==> src/rtl/pwm_duty_sequencer_pkg.sv <==
// Shared definitions for the PWM duty sequencer: default sizing, FSM encodings
// and the channel-index width helper.
package pwm_duty_sequencer_pkg;

  localparam int NPWM_DEF      = 5;
  localparam int RES_DEF       = 8;
  localparam int RAMP_STEP_DEF = 4;
  localparam bit RAMP_EN_DEF   = 1'b1;

  localparam logic [1:0] ST_IDLE   = 2'd0;
  localparam logic [1:0] ST_SCAN   = 2'd1;
  localparam logic [1:0] ST_COMMIT = 2'd2;

  // Channel index width; a single channel still needs a 1-bit index port.
  function automatic int chan_w(input int n);
    return (n <= 1) ? 1 : $clog2(n);
  endfunction

  // Low bit of channel i inside a packed duty bus.
  function automatic int duty_lo(input int i, input int res);
    return i * res;
  endfunction

endpackage

==> src/rtl/pwm_duty_sequencer_ramp_step.sv <==
// Single-channel duty step toward a target, evaluated one bit wider than the
// duty so neither direction can wrap past 0 or full scale.
module pwm_ramp_step
  import pwm_duty_sequencer_pkg::*;
#(
  parameter int Resolution = RES_DEF,
  parameter int RAMP_STEP  = RAMP_STEP_DEF,
  parameter bit RAMP_EN    = RAMP_EN_DEF
) (
  input  logic [Resolution-1:0] cur_i,
  input  logic [Resolution-1:0] tgt_i,
  output logic [Resolution-1:0] nxt_o
);

  localparam logic [Resolution:0] STEP_W = (Resolution + 1)'(RAMP_STEP);

  logic              up_s;
  logic [Resolution:0] diff_s;
  logic [Resolution:0] sum_s;
  logic [Resolution:0] dif_s;

  always_comb begin
    up_s  = (tgt_i >= cur_i);
    sum_s = {1'b0, cur_i} + STEP_W;
    dif_s = {1'b0, cur_i} - STEP_W;
    if (up_s) begin
      diff_s = {1'b0, tgt_i} - {1'b0, cur_i};
    end else begin
      diff_s = {1'b0, cur_i} - {1'b0, tgt_i};
    end
    // Within one step of the target we land on it exactly, so no overshoot.
    if (!RAMP_EN || (diff_s <= STEP_W)) begin
      nxt_o = tgt_i;
    end else if (up_s) begin
      nxt_o = sum_s[Resolution-1:0];
    end else begin
      nxt_o = dif_s[Resolution-1:0];
    end
  end

endmodule

==> src/rtl/pwm_duty_sequencer.sv <==
// Duty-cycle sequencer feeding the PWM generator: host-written targets are
// approached one ramp step per period tick, all channels committed together.
module pwm_duty_sequencer
  import pwm_duty_sequencer_pkg::*;
#(
  parameter int NPWM       = NPWM_DEF,
  parameter int Resolution = RES_DEF,
  parameter int RAMP_STEP  = RAMP_STEP_DEF,
  parameter bit RAMP_EN    = RAMP_EN_DEF,
  localparam int CHAN_W    = chan_w(NPWM)
) (
  input  logic                       clk,
  input  logic                       reset,
  input  logic                       period_tick,
  input  logic                       estop,
  input  logic                       wr_valid,
  output logic                       wr_ready,
  input  logic [CHAN_W-1:0]          wr_chan,
  input  logic [Resolution-1:0]      wr_duty,
  output logic [NPWM*Resolution-1:0] DC_bus,
  output logic                       busy,
  output logic                       settled,
  output logic                       wr_err,
  output logic                       overrun
);

  logic [1:0]            state_q, state_d;
  logic [CHAN_W-1:0]     idx_q, idx_d;
  logic                  pending_q, pending_d;
  logic                  overrun_q, overrun_d;
  logic                  wr_err_q, wr_err_d;
  logic                  settled_q, settled_d;
  logic [Resolution-1:0] target_q [NPWM];
  logic [Resolution-1:0] target_d [NPWM];
  logic [Resolution-1:0] shadow_q [NPWM];
  logic [Resolution-1:0] shadow_d [NPWM];
  logic [Resolution-1:0] dc_q     [NPWM];
  logic [Resolution-1:0] dc_d     [NPWM];

  logic                  hs_s;
  logic                  chan_ok_s;
  logic                  last_idx_s;
  logic [Resolution-1:0] cur_s;
  logic [Resolution-1:0] tgt_s;
  logic [Resolution-1:0] step_s;

  assign wr_ready   = (state_q == ST_IDLE) && !estop;
  assign hs_s       = wr_valid && wr_ready;
  assign chan_ok_s  = ({1'b0, wr_chan} < (CHAN_W + 1)'(NPWM));
  assign last_idx_s = (idx_q == CHAN_W'(NPWM - 1));
  assign busy       = (state_q != ST_IDLE);
  assign settled    = settled_q;
  assign wr_err     = wr_err_q;
  assign overrun    = overrun_q;

  // Select the channel under scan for the shared step unit.
  always_comb begin
    cur_s = '0;
    tgt_s = '0;
    for (int i = 0; i < NPWM; i++) begin
      cur_s = cur_s | ((idx_q == CHAN_W'(i)) ? dc_q[i]     : '0);
      tgt_s = tgt_s | ((idx_q == CHAN_W'(i)) ? target_q[i] : '0);
    end
  end

  pwm_ramp_step #(
    .Resolution (Resolution),
    .RAMP_STEP  (RAMP_STEP),
    .RAMP_EN    (RAMP_EN)
  ) u_step (
    .cur_i (cur_s),
    .tgt_i (tgt_s),
    .nxt_o (step_s)
  );

  // Next-state logic: estop override, host writes, scan/commit sequencing.
  always_comb begin
    state_d   = state_q;
    idx_d     = idx_q;
    pending_d = pending_q;
    overrun_d = overrun_q;
    wr_err_d  = 1'b0;
    target_d  = target_q;
    shadow_d  = shadow_q;
    dc_d      = dc_q;

    if (estop) begin
      state_d   = ST_IDLE;
      idx_d     = '0;
      pending_d = 1'b0;
      for (int i = 0; i < NPWM; i++) begin
        target_d[i] = '0;
        shadow_d[i] = '0;
        dc_d[i]     = '0;
      end
    end else begin
      for (int i = 0; i < NPWM; i++) begin
        if (hs_s && chan_ok_s && (wr_chan == CHAN_W'(i))) begin
          target_d[i] = wr_duty;
        end else begin
          target_d[i] = target_q[i];
        end
      end
      wr_err_d = hs_s && !chan_ok_s;

      case (state_q)
        ST_IDLE: begin
          if (period_tick || pending_q) begin
            state_d   = ST_SCAN;
            idx_d     = '0;
            // A fresh tick arriving with a stale pending one keeps one queued.
            pending_d = period_tick && pending_q;
          end else begin
            state_d = ST_IDLE;
          end
        end
        ST_SCAN: begin
          for (int i = 0; i < NPWM; i++) begin
            if (idx_q == CHAN_W'(i)) begin
              shadow_d[i] = step_s;
            end else begin
              shadow_d[i] = shadow_q[i];
            end
          end
          if (last_idx_s) begin
            state_d = ST_COMMIT;
          end else begin
            idx_d = idx_q + CHAN_W'(1);
          end
        end
        ST_COMMIT: begin
          dc_d    = shadow_q;
          state_d = ST_IDLE;
        end
        default: begin
          state_d = ST_IDLE;
          idx_d   = '0;
        end
      endcase

      if (period_tick && (state_q != ST_IDLE)) begin
        if (pending_q) begin
          overrun_d = 1'b1;
        end else begin
          pending_d = 1'b1;
        end
      end else begin
        overrun_d = overrun_q;
      end
    end

    settled_d = 1'b1;
    for (int i = 0; i < NPWM; i++) begin
      settled_d = settled_d & (dc_d[i] == target_d[i]);
    end
  end

  // State registers with synchronous reset.
  always_ff @(posedge clk) begin
    if (reset) begin
      state_q   <= ST_IDLE;
      idx_q     <= '0;
      pending_q <= 1'b0;
      overrun_q <= 1'b0;
      wr_err_q  <= 1'b0;
      settled_q <= 1'b1;
      for (int i = 0; i < NPWM; i++) begin
        target_q[i] <= '0;
        shadow_q[i] <= '0;
        dc_q[i]     <= '0;
      end
    end else begin
      state_q   <= state_d;
      idx_q     <= idx_d;
      pending_q <= pending_d;
      overrun_q <= overrun_d;
      wr_err_q  <= wr_err_d;
      settled_q <= settled_d;
      target_q  <= target_d;
      shadow_q  <= shadow_d;
      dc_q      <= dc_d;
    end
  end

  // Pack live duties onto the bus.
  always_comb begin
    DC_bus = '0;
    for (int i = 0; i < NPWM; i++) begin
      DC_bus[duty_lo(i, Resolution) +: Resolution] = dc_q[i];
    end
  end

endmodule
==> config.mk <==
export PLATFORM = sky130hd
export DESIGN_NAME = pwm_duty_sequencer
export DESIGN_NICKNAME = d
export VERILOG_FILES = /design/src/rtl/pwm_duty_sequencer_pkg.sv /design/src/rtl/pwm_duty_sequencer_ramp_step.sv /design/src/rtl/pwm_duty_sequencer.sv
export SDC_FILE = /design/constraint.sdc
export NUM_CORES = 1
export LEC_CHECK = 0
export ABC_AREA = 1
export CAP_MARGIN = 20
export CORE_MARGIN = 1.5
export CORE_UTILIZATION = 60
export DETAILED_ROUTE_END_ITERATION = 7
export PLACE_DENSITY = 0.82
export REMOVE_ABC_BUFFERS = 1
export SETUP_SLACK_MARGIN = 0.2
export SYNTH_ARGS = -nofsm -noshare
export SYNTH_HDL_FRONTEND = slang
export SYNTH_SLANG_ARGS = --single-unit
==> constraint.sdc <==
create_clock -name clk -period 6.5 [get_ports clk]
set_input_delay 0.975 -clock clk [delete_from_list [all_inputs] [get_ports clk]]
set_output_delay 0.975 -clock clk [all_outputs]
set_load 0.01 [all_outputs]
== Word-level counts from Yosys, hierarchy flattened ==
Cells that the tools add are included.
Cells by class
  add/subtract/negate cells: 5
  $lt $le $gt $ge: 3
  equal/unequal tests: 18
  muxes and demuxes: 31
  bitwise operators: 14
  reductions and logical operators: 26
Operators with widths (count)
  8-bit two-way mux: 17
  40-bit two-way mux: 3
  8-bit bitwise OR: 8
  8-bit == test: 5
  8-bit by 8-bit subtractor with 9-bit output: 2
  3-bit by 2-bit == test with 1-bit output, second input constant: 4
  1-bit logical AND: 11
  2-bit AND reduction: 5
  9-bit by 3-bit less-or-equal comparator with 1-bit output, second input constant: 1
  9-bit two-way mux: 1
  3-bit case mux with 3 select lines: 1
  8-bit by 3-bit adder with 8-bit output, second input constant: 1
  8-bit greater-or-equal comparator: 1
  8-bit by 3-bit subtractor with 8-bit output, second input constant: 1
  3-bit by 1-bit == test with 1-bit output, second input constant: 2
  3-bit == test, second input constant: 2
  3-bit logical NOT: 2
  3-bit two-way mux: 2
  3-bit AND reduction: 2
  1-bit two-way mux: 5
  1-bit AND: 4
  2-bit inequality test, second input constant: 2
  2-bit case mux with 2 select lines: 1
  3-bit by 1-bit adder with 3-bit output, second input constant: 1
  11 further kinds: 13
Storage, ports and cells
  register bits: 129
  input port bits: 16
  output and inout bits: 45
  word-level logic and storage cells: 118

== Longest topological paths before layout ==
Gate-level depths: netlist of the first run.
  depth after elaboration: 12
  gate-level depth with buffers: 28
  mapped depth without buffers: 27

== Cells and area by module ==
Synthesis of the first run repeated with hierarchy kept, for this count alone.
Unflattened totals
  cell total of the unflattened synthesis: 1211
  area total of the unflattened synthesis: 7808.7 um2
By module, submodules not included
  pwm_duty_sequencer: times used 1, cells an instance 983, area an instance 6496.2 um2, seq. area each 2582.5 um2
  pwm_ramp_step: times used 1, cells an instance 228, area an instance 1312.5 um2, seq. area each 0.0 um2

== Worst setup path after synthesis of the first run ==
Ideal clock, no wire load.
  path type: reg-to-reg
  from: reg idx_q[0]
  to: reg shadow_q[23] (netlist bit)
  library setup time: 109 ps
  arrival time: 3855 ps
  data required time: 6391 ps
  setup slack: 2536 ps
  stages on the path, launching flop included: 27
  path buffers: 1
  period minus slack after synthesis: 3964 ps
  cells stage by stage: dfxtp_1 > inv_1 > ha_1 > inv_1 > nor2_1 > buf_2 > inv_1 > nor2_1 > nor4_1 > inv_1 > ha_1 > nand2_2 > o21bai_1 > nand2_1 > nand3b_2 > inv_2 > ha_1 > a21oi_1 > o21ai_0 > a21oi_1 > inv_1 > nand3_1 > nand2_1 > nand2_4 > nand3_1 > nand2_1 > inv_1
Between the ends
  cells in the longest elaborated chain, start to end: 10
  elaborated cells on any way between the ends: 33
  classes of those cells: add/sub (4); order compare (2); eq/ne (4); mux (13); bitwise (8); reduce/logical (2)
RTL lines
  from (decl): line pwm_duty_sequencer.sv:28  | logic [CHAN_W-1:0] idx_q, idx_d;
  from (signal assigned): line pwm_duty_sequencer.sv:174  | idx_q <= idx_d;
  3-bit by 1-bit == test with 1-bit output or 3-bit logical NOT (tied branches): line pwm_duty_sequencer.sv:61, pwm_duty_sequencer.sv:62
  8-bit two-way mux (on tied branches): line pwm_duty_sequencer.sv:61, pwm_duty_sequencer.sv:62
  8-bit bitwise OR (on tied branches) (4 in a row): line pwm_duty_sequencer.sv:61, pwm_duty_sequencer.sv:62
  8-bit by 8-bit subtractor with 9-bit output (tied with other cells): line pwm_duty_sequencer_ramp_step.sv:29  | diff_s = {1'b0, cur_i} - {1'b0, tgt_i};
  9-bit two-way mux: line pwm_duty_sequencer_ramp_step.sv:26  | if (up_s) begin
  9-bit by 3-bit less-or-equal comparator with 1-bit output: line pwm_duty_sequencer_ramp_step.sv:32  | if (!RAMP_EN || (diff_s <= STEP_W)) begin
  8-bit two-way mux: line pwm_duty_sequencer_ramp_step.sv:32
  to (signal assigned): line pwm_duty_sequencer.sv:180  | shadow_q <= shadow_d;
  to (decl): line pwm_duty_sequencer.sv:35  | logic [Resolution-1:0] shadow_q [NPWM];
Parallel ways exist; a longest one is shown, timed or not.
A chain may end at the register's enable or synchronous reset.

== Worst setup path in the final report of the first run ==
  from: reg idx_q[0]
  to: reg shadow_q[39] (netlist bit)
Between the ends
  cells in the longest elaborated chain, start to end: 10
  elaborated cells on any way between the ends: 33
  classes of those cells: add/sub (4); order compare (2); eq/ne (4); mux (13); bitwise (8); reduce/logical (2)
RTL lines (line)
  3-bit by 1-bit == test with 1-bit output or 3-bit logical NOT (tied branches): pwm_duty_sequencer.sv:61, pwm_duty_sequencer.sv:62, pwm_duty_sequencer.sv:119
  8-bit two-way mux (on tied branches): pwm_duty_sequencer.sv:61, pwm_duty_sequencer.sv:62
  8-bit bitwise OR (on tied branches) (4 in a row): pwm_duty_sequencer.sv:61, pwm_duty_sequencer.sv:62
  8-bit by 8-bit subtractor with 9-bit output (tied with other cells): pwm_duty_sequencer_ramp_step.sv:29
  9-bit two-way mux: pwm_duty_sequencer_ramp_step.sv:26
  9-bit by 3-bit less-or-equal comparator with 1-bit output: pwm_duty_sequencer_ramp_step.sv:32
  8-bit two-way mux: pwm_duty_sequencer_ramp_step.sv:32
Parallel ways exist; a longest one is shown, timed or not.

==> impl_metrics.env, run 1 <==
export IMPL_cts_clk_slew_worst_paths_ns=0.06
export IMPL_critPathTopFamily="simple AND/OR/NAND/NOR gates"
export IMPL_async_flop_share=0
export IMPL_clock_skew_ns=0.0108
export IMPL_cp_endpoint="shadow_q[39]"
export IMPL_dr_max_layer_used="met4"
export IMPL_drt_wl_total_um=27800
export IMPL_synth_flop_cell="dfxtp_1"
export IMPL_drt_iter0_markers=1221
export IMPL_final_max_slew_viol_count=0
export IMPL_post_cts_buffers=0
export IMPL_timing_final_ws_setup_ns=1.65
export IMPL_dp_final_hpwl_um=20100
export IMPL_finalHoldViolCount=0
export IMPL_std_cell_rows=42
export IMPL_vias=9028
export IMPL_peakVddDrop_uv=198
export IMPL_cts_sinks=129
export IMPL_worst_ep_arrival_time_ns=5.18
export IMPL_yosysWarnings=0
export IMPL_path_depth=25
export IMPL_powerDensity_nw_per_um2=216
export IMPL_final_seq_area_um2=2580
export IMPL_drive_above_1_share=0.0524
export IMPL_syn_area_um2=8080
export IMPL_layout_commonest_cell="nand2_1"
export IMPL_synth_area_leader_cell="dfxtp_1"
export IMPL_first_pass_iters=8
export IMPL_grt_first_pass_wirelength_um=42400
export IMPL_fin_tns_setup_ns=0
export IMPL_syn_avg_cell_area_um2=6.11
export IMPL_final_cell_mix="nand2_1, nor2_1, inv_1"
export IMPL_slew_headroom=0.248
export IMPL_synth_area_leaders="dfxtp_1, nand2_1, nor2_1"
export IMPL_critical_path_slowest_cell="nor4_1"
export IMPL_r2r_start="idx_q[0]"
export IMPL_synth_cells=1322
export IMPL_clockBufferDepth=2
export IMPL_status="finished, violations left"
export IMPL_cap_violations=0
export IMPL_finalCriticalPeriod_ns=4.85
export IMPL_core_area_um2=13200
export IMPL_antenna_cells=0
export IMPL_path_max_fanout=12
export IMPL_multi_input_area_um2=4510
export IMPL_antenna_left=0
export IMPL_drt_vias_per_instance=5.82
export IMPL_initial_core_util=0.613
export IMPL_crit_start="idx_q[0]"
export IMPL_whs_ns=0.514
export IMPL_crit_buf_inv=7
export IMPL_end_kind="flip-flop"
export IMPL_ys_seq_area_frac=0.320
export IMPL_overflow=0
export IMPL_r2r_cells=25
export IMPL_leakage_nw=4.56
export IMPL_fillCellCount=1150
export IMPL_wl_met3_um=3290
export IMPL_synth_distinct_cells=43
export IMPL_portBuffers=60
export IMPL_rr_endpoint="shadow_q[39]"
export IMPL_fmax_ghz=0.206
export IMPL_cts_max_level=4
export IMPL_area_growth_pct=16.6
export IMPL_antenna_found_initial=0
export IMPL_min_path_type="reg2reg"
export IMPL_synth_edf_count=0
export IMPL_hp_start="overrun"
export IMPL_numCtsBuffers=17
export IMPL_ys_seq_elements=129
export IMPL_wl_met2_um=11800
export IMPL_clock_latency_ns=0.44
export IMPL_rsz0062_at_grt="no"
export IMPL_fp_dieW_um=119
export IMPL_io_pins=61
export IMPL_setup_worst_path_start_class="flip-flop"
export IMPL_grt_max_degree=112
export IMPL_finalPower_w=0.00204
export IMPL_drcViolationCount=2
export IMPL_fin_nets=1404
export IMPL_cts_root_buf="clkbuf_16"
export IMPL_met1Wirelength_um=10700
export IMPL_cp_common_cell="inv_1"
export IMPL_violations="DRC"
export IMPL_worst_pin_slew_ns=1.12
export IMPL_slowest_delay_ns=0.68
export IMPL_setup_viol=0
export IMPL_ctsResizeCount=0
export IMPL_synth_top_area_share=0.320
export IMPL_path_class="reg2reg"
export IMPL_grt_pass1_vias=7947
export IMPL_worst_ep_required_time_ns=6.83
export IMPL_wl_per_cell_um=17.9
export IMPL_die_height_um=119
export IMPL_ctsHoldBuffers=0
export IMPL_grtUsageTotal=0.393
export IMPL_post_place_ws_ns=1.82
export IMPL_cts_tree="done"
export IMPL_gp_congestion=0.989
export IMPL_dieArea_um2=14200
export IMPL_r2r_slack_ns=1.65
export IMPL_fin_crit_sh=0.746
## worst min path at each step
stage	to	slack [ns]	cells past startpoint
5_1_grt	overrun	0.52	2
6_report	overrun	0.51	2
3_3_place_gp	overrun	0.45	2
2_1_floorplan	idx_q[1]	0.47	2
3_5_place_dp	overrun	0.46	2
4_1_cts	overrun	0.52	2
## where the power goes
part	leakage [nW]	switching, W	total (W)	internal, W
registers	1.04	0.00000203	0.000798	0.000796
clock network	0.330	0.000373	0.00111	0.000740
logic	3.19	0.0000939	0.000127	0.0000333
## state kept, by name, summed over array words and instances, names as in the netlist, 2 cells and up
name      cells
DC_bus       40
idx_q         3
shadow_q     40
state_q       2
target_q     40
## area by class of cell
cell class	instances	area share
Clock buffer	19	0.0481
Clock inverter	13	0.0246
Inverter	202	0.0805
Tap cell	176	0.0234
Multi-Input combinational cell	942	0.478
Timing Repair Buffer	70	0.0712
Sequential cell	129	0.274
## cell families (layout without fill, tap and decap cells)
logic type,Yosys count,in the layout,share of synthesized area
adder cells (fa/ha/maj),26,26,0.0412
AND/OR/NAND/NOR,794,794,0.426
XOR/XNOR,5,5,0.00542
AO/OA/AOI/OAI,117,117,0.0853
flip-flops,129,129,0.320
buffers and inverters,251,304,0.123
## Yosys cell counts, types with 2 or more instances
cell type,n
o21a_1,7
nand2_2,3
xor2_1,3
nand2_4,8
buf_6,4
inv_2,2
nand3b_1,2
o21ai_0,48
inv_1,199
a21oi_1,36
a2111o_1,2
nor4_1,10
a221oi_1,3
nand2_1,358
clkbuf_1,32
nor2_1,227
buf_1,3
nor2_2,6
buf_4,2
buf_2,6
xnor2_1,2
nand4_1,41
nand3_1,112
nor3_1,20
o22ai_1,2
a211oi_1,4
ha_1,25
nor2_8,2
dfxtp_1,129
a22o_1,2
o21bai_1,10
## stage by stage
stage | util | cell area [um2] | cells
5_1_grt | 0.714 | 9420 | 1551
2_1_floorplan | - | 7850 | 1273
6_report | 0.714 | 9420 | 1551
3_5_place_dp | 0.662 | 8730 | 1518
4_1_cts | 0.714 | 9420 | 1550
3_3_place_gp | 0.662 | 8730 | 1518
## metal layers
layer	GRT usage	up-vias
li1	-	4239
met1	0.503	4031
met2	0.591	620
met3	0.0886	138
met4	0.260	0
met5	0	-
## worst reg2reg max path, delay by kind of cell (launching register included)
kind	cells	cell delay, ns
and+or+nand+nor	12	1.99
adders and majority gates	3	1.04
buffers and inverters	7	0.80
AOI/OAI and AO/OA	3	0.51
DFF	1	0.39
(Power assumes the default switching activity.)
==> run 2: changes to the inputs <==
--- a/config.mk
+++ b/config.mk
@@ -8,9 +8,9 @@
 export ABC_AREA = 1
 export CAP_MARGIN = 20
 export CORE_MARGIN = 1.5
-export CORE_UTILIZATION = 60
+export CORE_UTILIZATION = 54
 export DETAILED_ROUTE_END_ITERATION = 7
-export PLACE_DENSITY = 0.82
+export PLACE_DENSITY = 0.77
 export REMOVE_ABC_BUFFERS = 1
 export SETUP_SLACK_MARGIN = 0.2
 export SYNTH_ARGS = -nofsm -noshare
==> constraint.sdc (replaced) <==
create_clock -name clk -period 4.3 [get_ports clk]
set_input_delay 0.645 -clock clk [delete_from_list [all_inputs] [get_ports clk]]
set_output_delay 0.645 -clock clk [all_outputs]
set_load 0.01 [all_outputs]
==> run 2 against run 1 <==
  * The run now ends clean
  * Register-to-register slack worse by 1.2 ns
  * Clock power is 43% higher
  * Combinational power is 58% higher
  * Critical path depth is 1 lower
  * First-iteration DRC count is 9.4% lower
  * Flip-flop and latch count stayed put
  * Global-route usage is 4.5 points lower
  * Design area is 5.7% higher
  * Sequential power is 52% higher
  * Utilization is 3.2 points lower
==> impl_metrics.env, run 2 (synthesis results as in run 1) <==
export IMPL_post_place_ws_ns=-0.183
export IMPL_fmax_ghz=0.257
export IMPL_fin_util=0.683
export IMPL_path_max_fanout=8
export IMPL_crit_start="idx_q[0]"
export IMPL_overflow=0
export IMPL_portBuffers=60
export IMPL_slowest_delay_ns=0.41
export IMPL_first_pass_iters=6
export IMPL_final_max_slew_viol_count=0
export IMPL_cts_tree="done"
export IMPL_worst_pin_slew_ns=1.06
export IMPL_io_pins=61
export IMPL_critical_path_slowest_cell="fa_1"
export IMPL_ctsHoldBuffers=0
export IMPL_final_cell_mix="nand2_1, nor2_1, inv_1"
export IMPL_cap_violations=0
export IMPL_critPathTopFamily="adder cells"
export IMPL_drt_wl_total_um=28100
export IMPL_worst_ep_required_time_ns=4.67
export IMPL_grtUsageTotal=0.348
export IMPL_slew_headroom=0.288
export IMPL_end_kind="flip-flop"
export IMPL_vias=9094
export IMPL_numCtsBuffers=17
export IMPL_timing_final_ws_setup_ns=0.406
export IMPL_crit_buf_inv=8
export IMPL_fillCellCount=1272
export IMPL_grt_pass1_vias=7961
export IMPL_die_height_um=125
export IMPL_leakage_nw=4.77
export IMPL_antenna_left=0
export IMPL_fp_dieW_um=125
export IMPL_clockBufferDepth=2
export IMPL_grt_first_pass_wirelength_um=42300
export IMPL_path_class="reg2reg"
export IMPL_worst_ep_arrival_time_ns=4.27
export IMPL_initial_core_util=0.554
export IMPL_crit_path_cell_trace="buf_4, ha_1, ha_4, buf_4, nand2_1, inv_1, nor4_2, buf_4, inv_1, ha_1, inv_1, nand2_1, o21bai_2, nand2_2, nand3b_4, buf_4, fa_1, nor2_1, a211oi_1, xnor2_1, nand2_4, nand3_1, nand2_1, inv_1"
export IMPL_rsz0062_at_grt="no"
export IMPL_gp_congestion=0.978
export IMPL_clock_skew_ns=0.00630
export IMPL_core_area_um2=14600
export IMPL_fin_crit_sh=0.906
export IMPL_setup_worst_path_start_class="flip-flop"
export IMPL_dieArea_um2=15700
export IMPL_drive_above_1_share=0.102
export IMPL_dp_final_hpwl_um=19600
export IMPL_area_growth_pct=23.3
export IMPL_drt_iter0_markers=1106
export IMPL_powerDensity_nw_per_um2=301
export IMPL_cts_max_level=4
export IMPL_finalHoldViolCount=0
export IMPL_finalCriticalPeriod_ns=3.89
export IMPL_antenna_found_initial=0
export IMPL_wl_per_cell_um=17.5
export IMPL_drcViolationCount=0
export IMPL_status="completed"
export IMPL_std_cell_rows=44
export IMPL_peakVddDrop_uv=273
export IMPL_cts_root_buf="clkbuf_16"
export IMPL_setup_viol=0
export IMPL_grt_max_degree=84
export IMPL_antenna_cells=0
export IMPL_clock_latency_ns=0.42
export IMPL_layout_commonest_cell="nand2_1"
export IMPL_drt_vias_per_instance=5.68
export IMPL_fin_nets=1447
export IMPL_hp_start="overrun"
export IMPL_cts_clk_slew_worst_paths_ns=0.06
export IMPL_cts_sinks=129
export IMPL_r2r_start="idx_q[0]"
export IMPL_min_path_type="reg2reg"
run 2: final timing paths:
kind | endpoint | slack, ns | cells after the start
max | shadow_q[14] | 0.41 | 24
max reg2reg | shadow_q[14] | 0.41 | 24
min | overrun | 0.48 | 2
min reg2reg | overrun | 0.48 | 2
run 2: final cells by class:
class | instances | area [um2] | share of cell area
multi-input combinational | 942 | 4740 | 0.476
sequential | 129 | 2580 | 0.259
timing repair buffer | 113 | 1000 | 0.101
inverter | 202 | 763 | 0.0766
clock buffer | 17 | 425 | 0.0427
tap | 184 | 230 | 0.0231
clock inverter | 14 | 215 | 0.0216
run 2: routing by layer:
metal	up-vias	share of wire	GRT usage
met5	-	0	0
met2	580	0.43	0.530
li1	4314	-	-
met3	107	0.11	0.0954
met4	0	0.054	0.184
met1	4093	0.40	0.449
run 2: report_power, final:
part | switching, W | internal (W)
clock network | 0.000564 | 0.00102
logic | 0.000146 | 0.0000555
registers | 0.00000296 | 0.00120
total | 0.000712 | 0.00228
run 2: metrics by stage:
stage          power [W]  cell area, um2  setup TNS (ns)  hold slack, ns  std cells
3_3_place_gp     0.00142            8970           -1.21           0.451       1557
6_report         0.00299            9960               0           0.477       1601
5_1_grt          0.00307            9960               0           0.486       1601
2_1_floorplan    0.00133            7850               0           0.472       1273
3_5_place_dp     0.00142            8970           -1.31           0.465       1557
4_1_cts          0.00298            9650               0           0.478       1588
run 2: worst register-to-register path, delay by kind of cell, from the launching register on:
kind / cells / cell delay, ns
adder cells (fa/ha/maj): 4 / 1.08
AND/OR/NAND/NOR: 9 / 1.00
buffers and inverters: 8 / 0.90
flip-flops: 1 / 0.31
XOR/XNOR: 1 / 0.28
AO/OA/AOI/OAI: 2 / 0.27
run 2: repair_timing:
| action | in CTS | in global routing |
|---|---|---|
| gates resized for setup | 11 | 39 |
| pin swaps | 0 | 8 |
| cloned | 0 | 0 |
| buffers inserted | 0 | 13 |
| setup endpoints to repair | 40 | 40 |
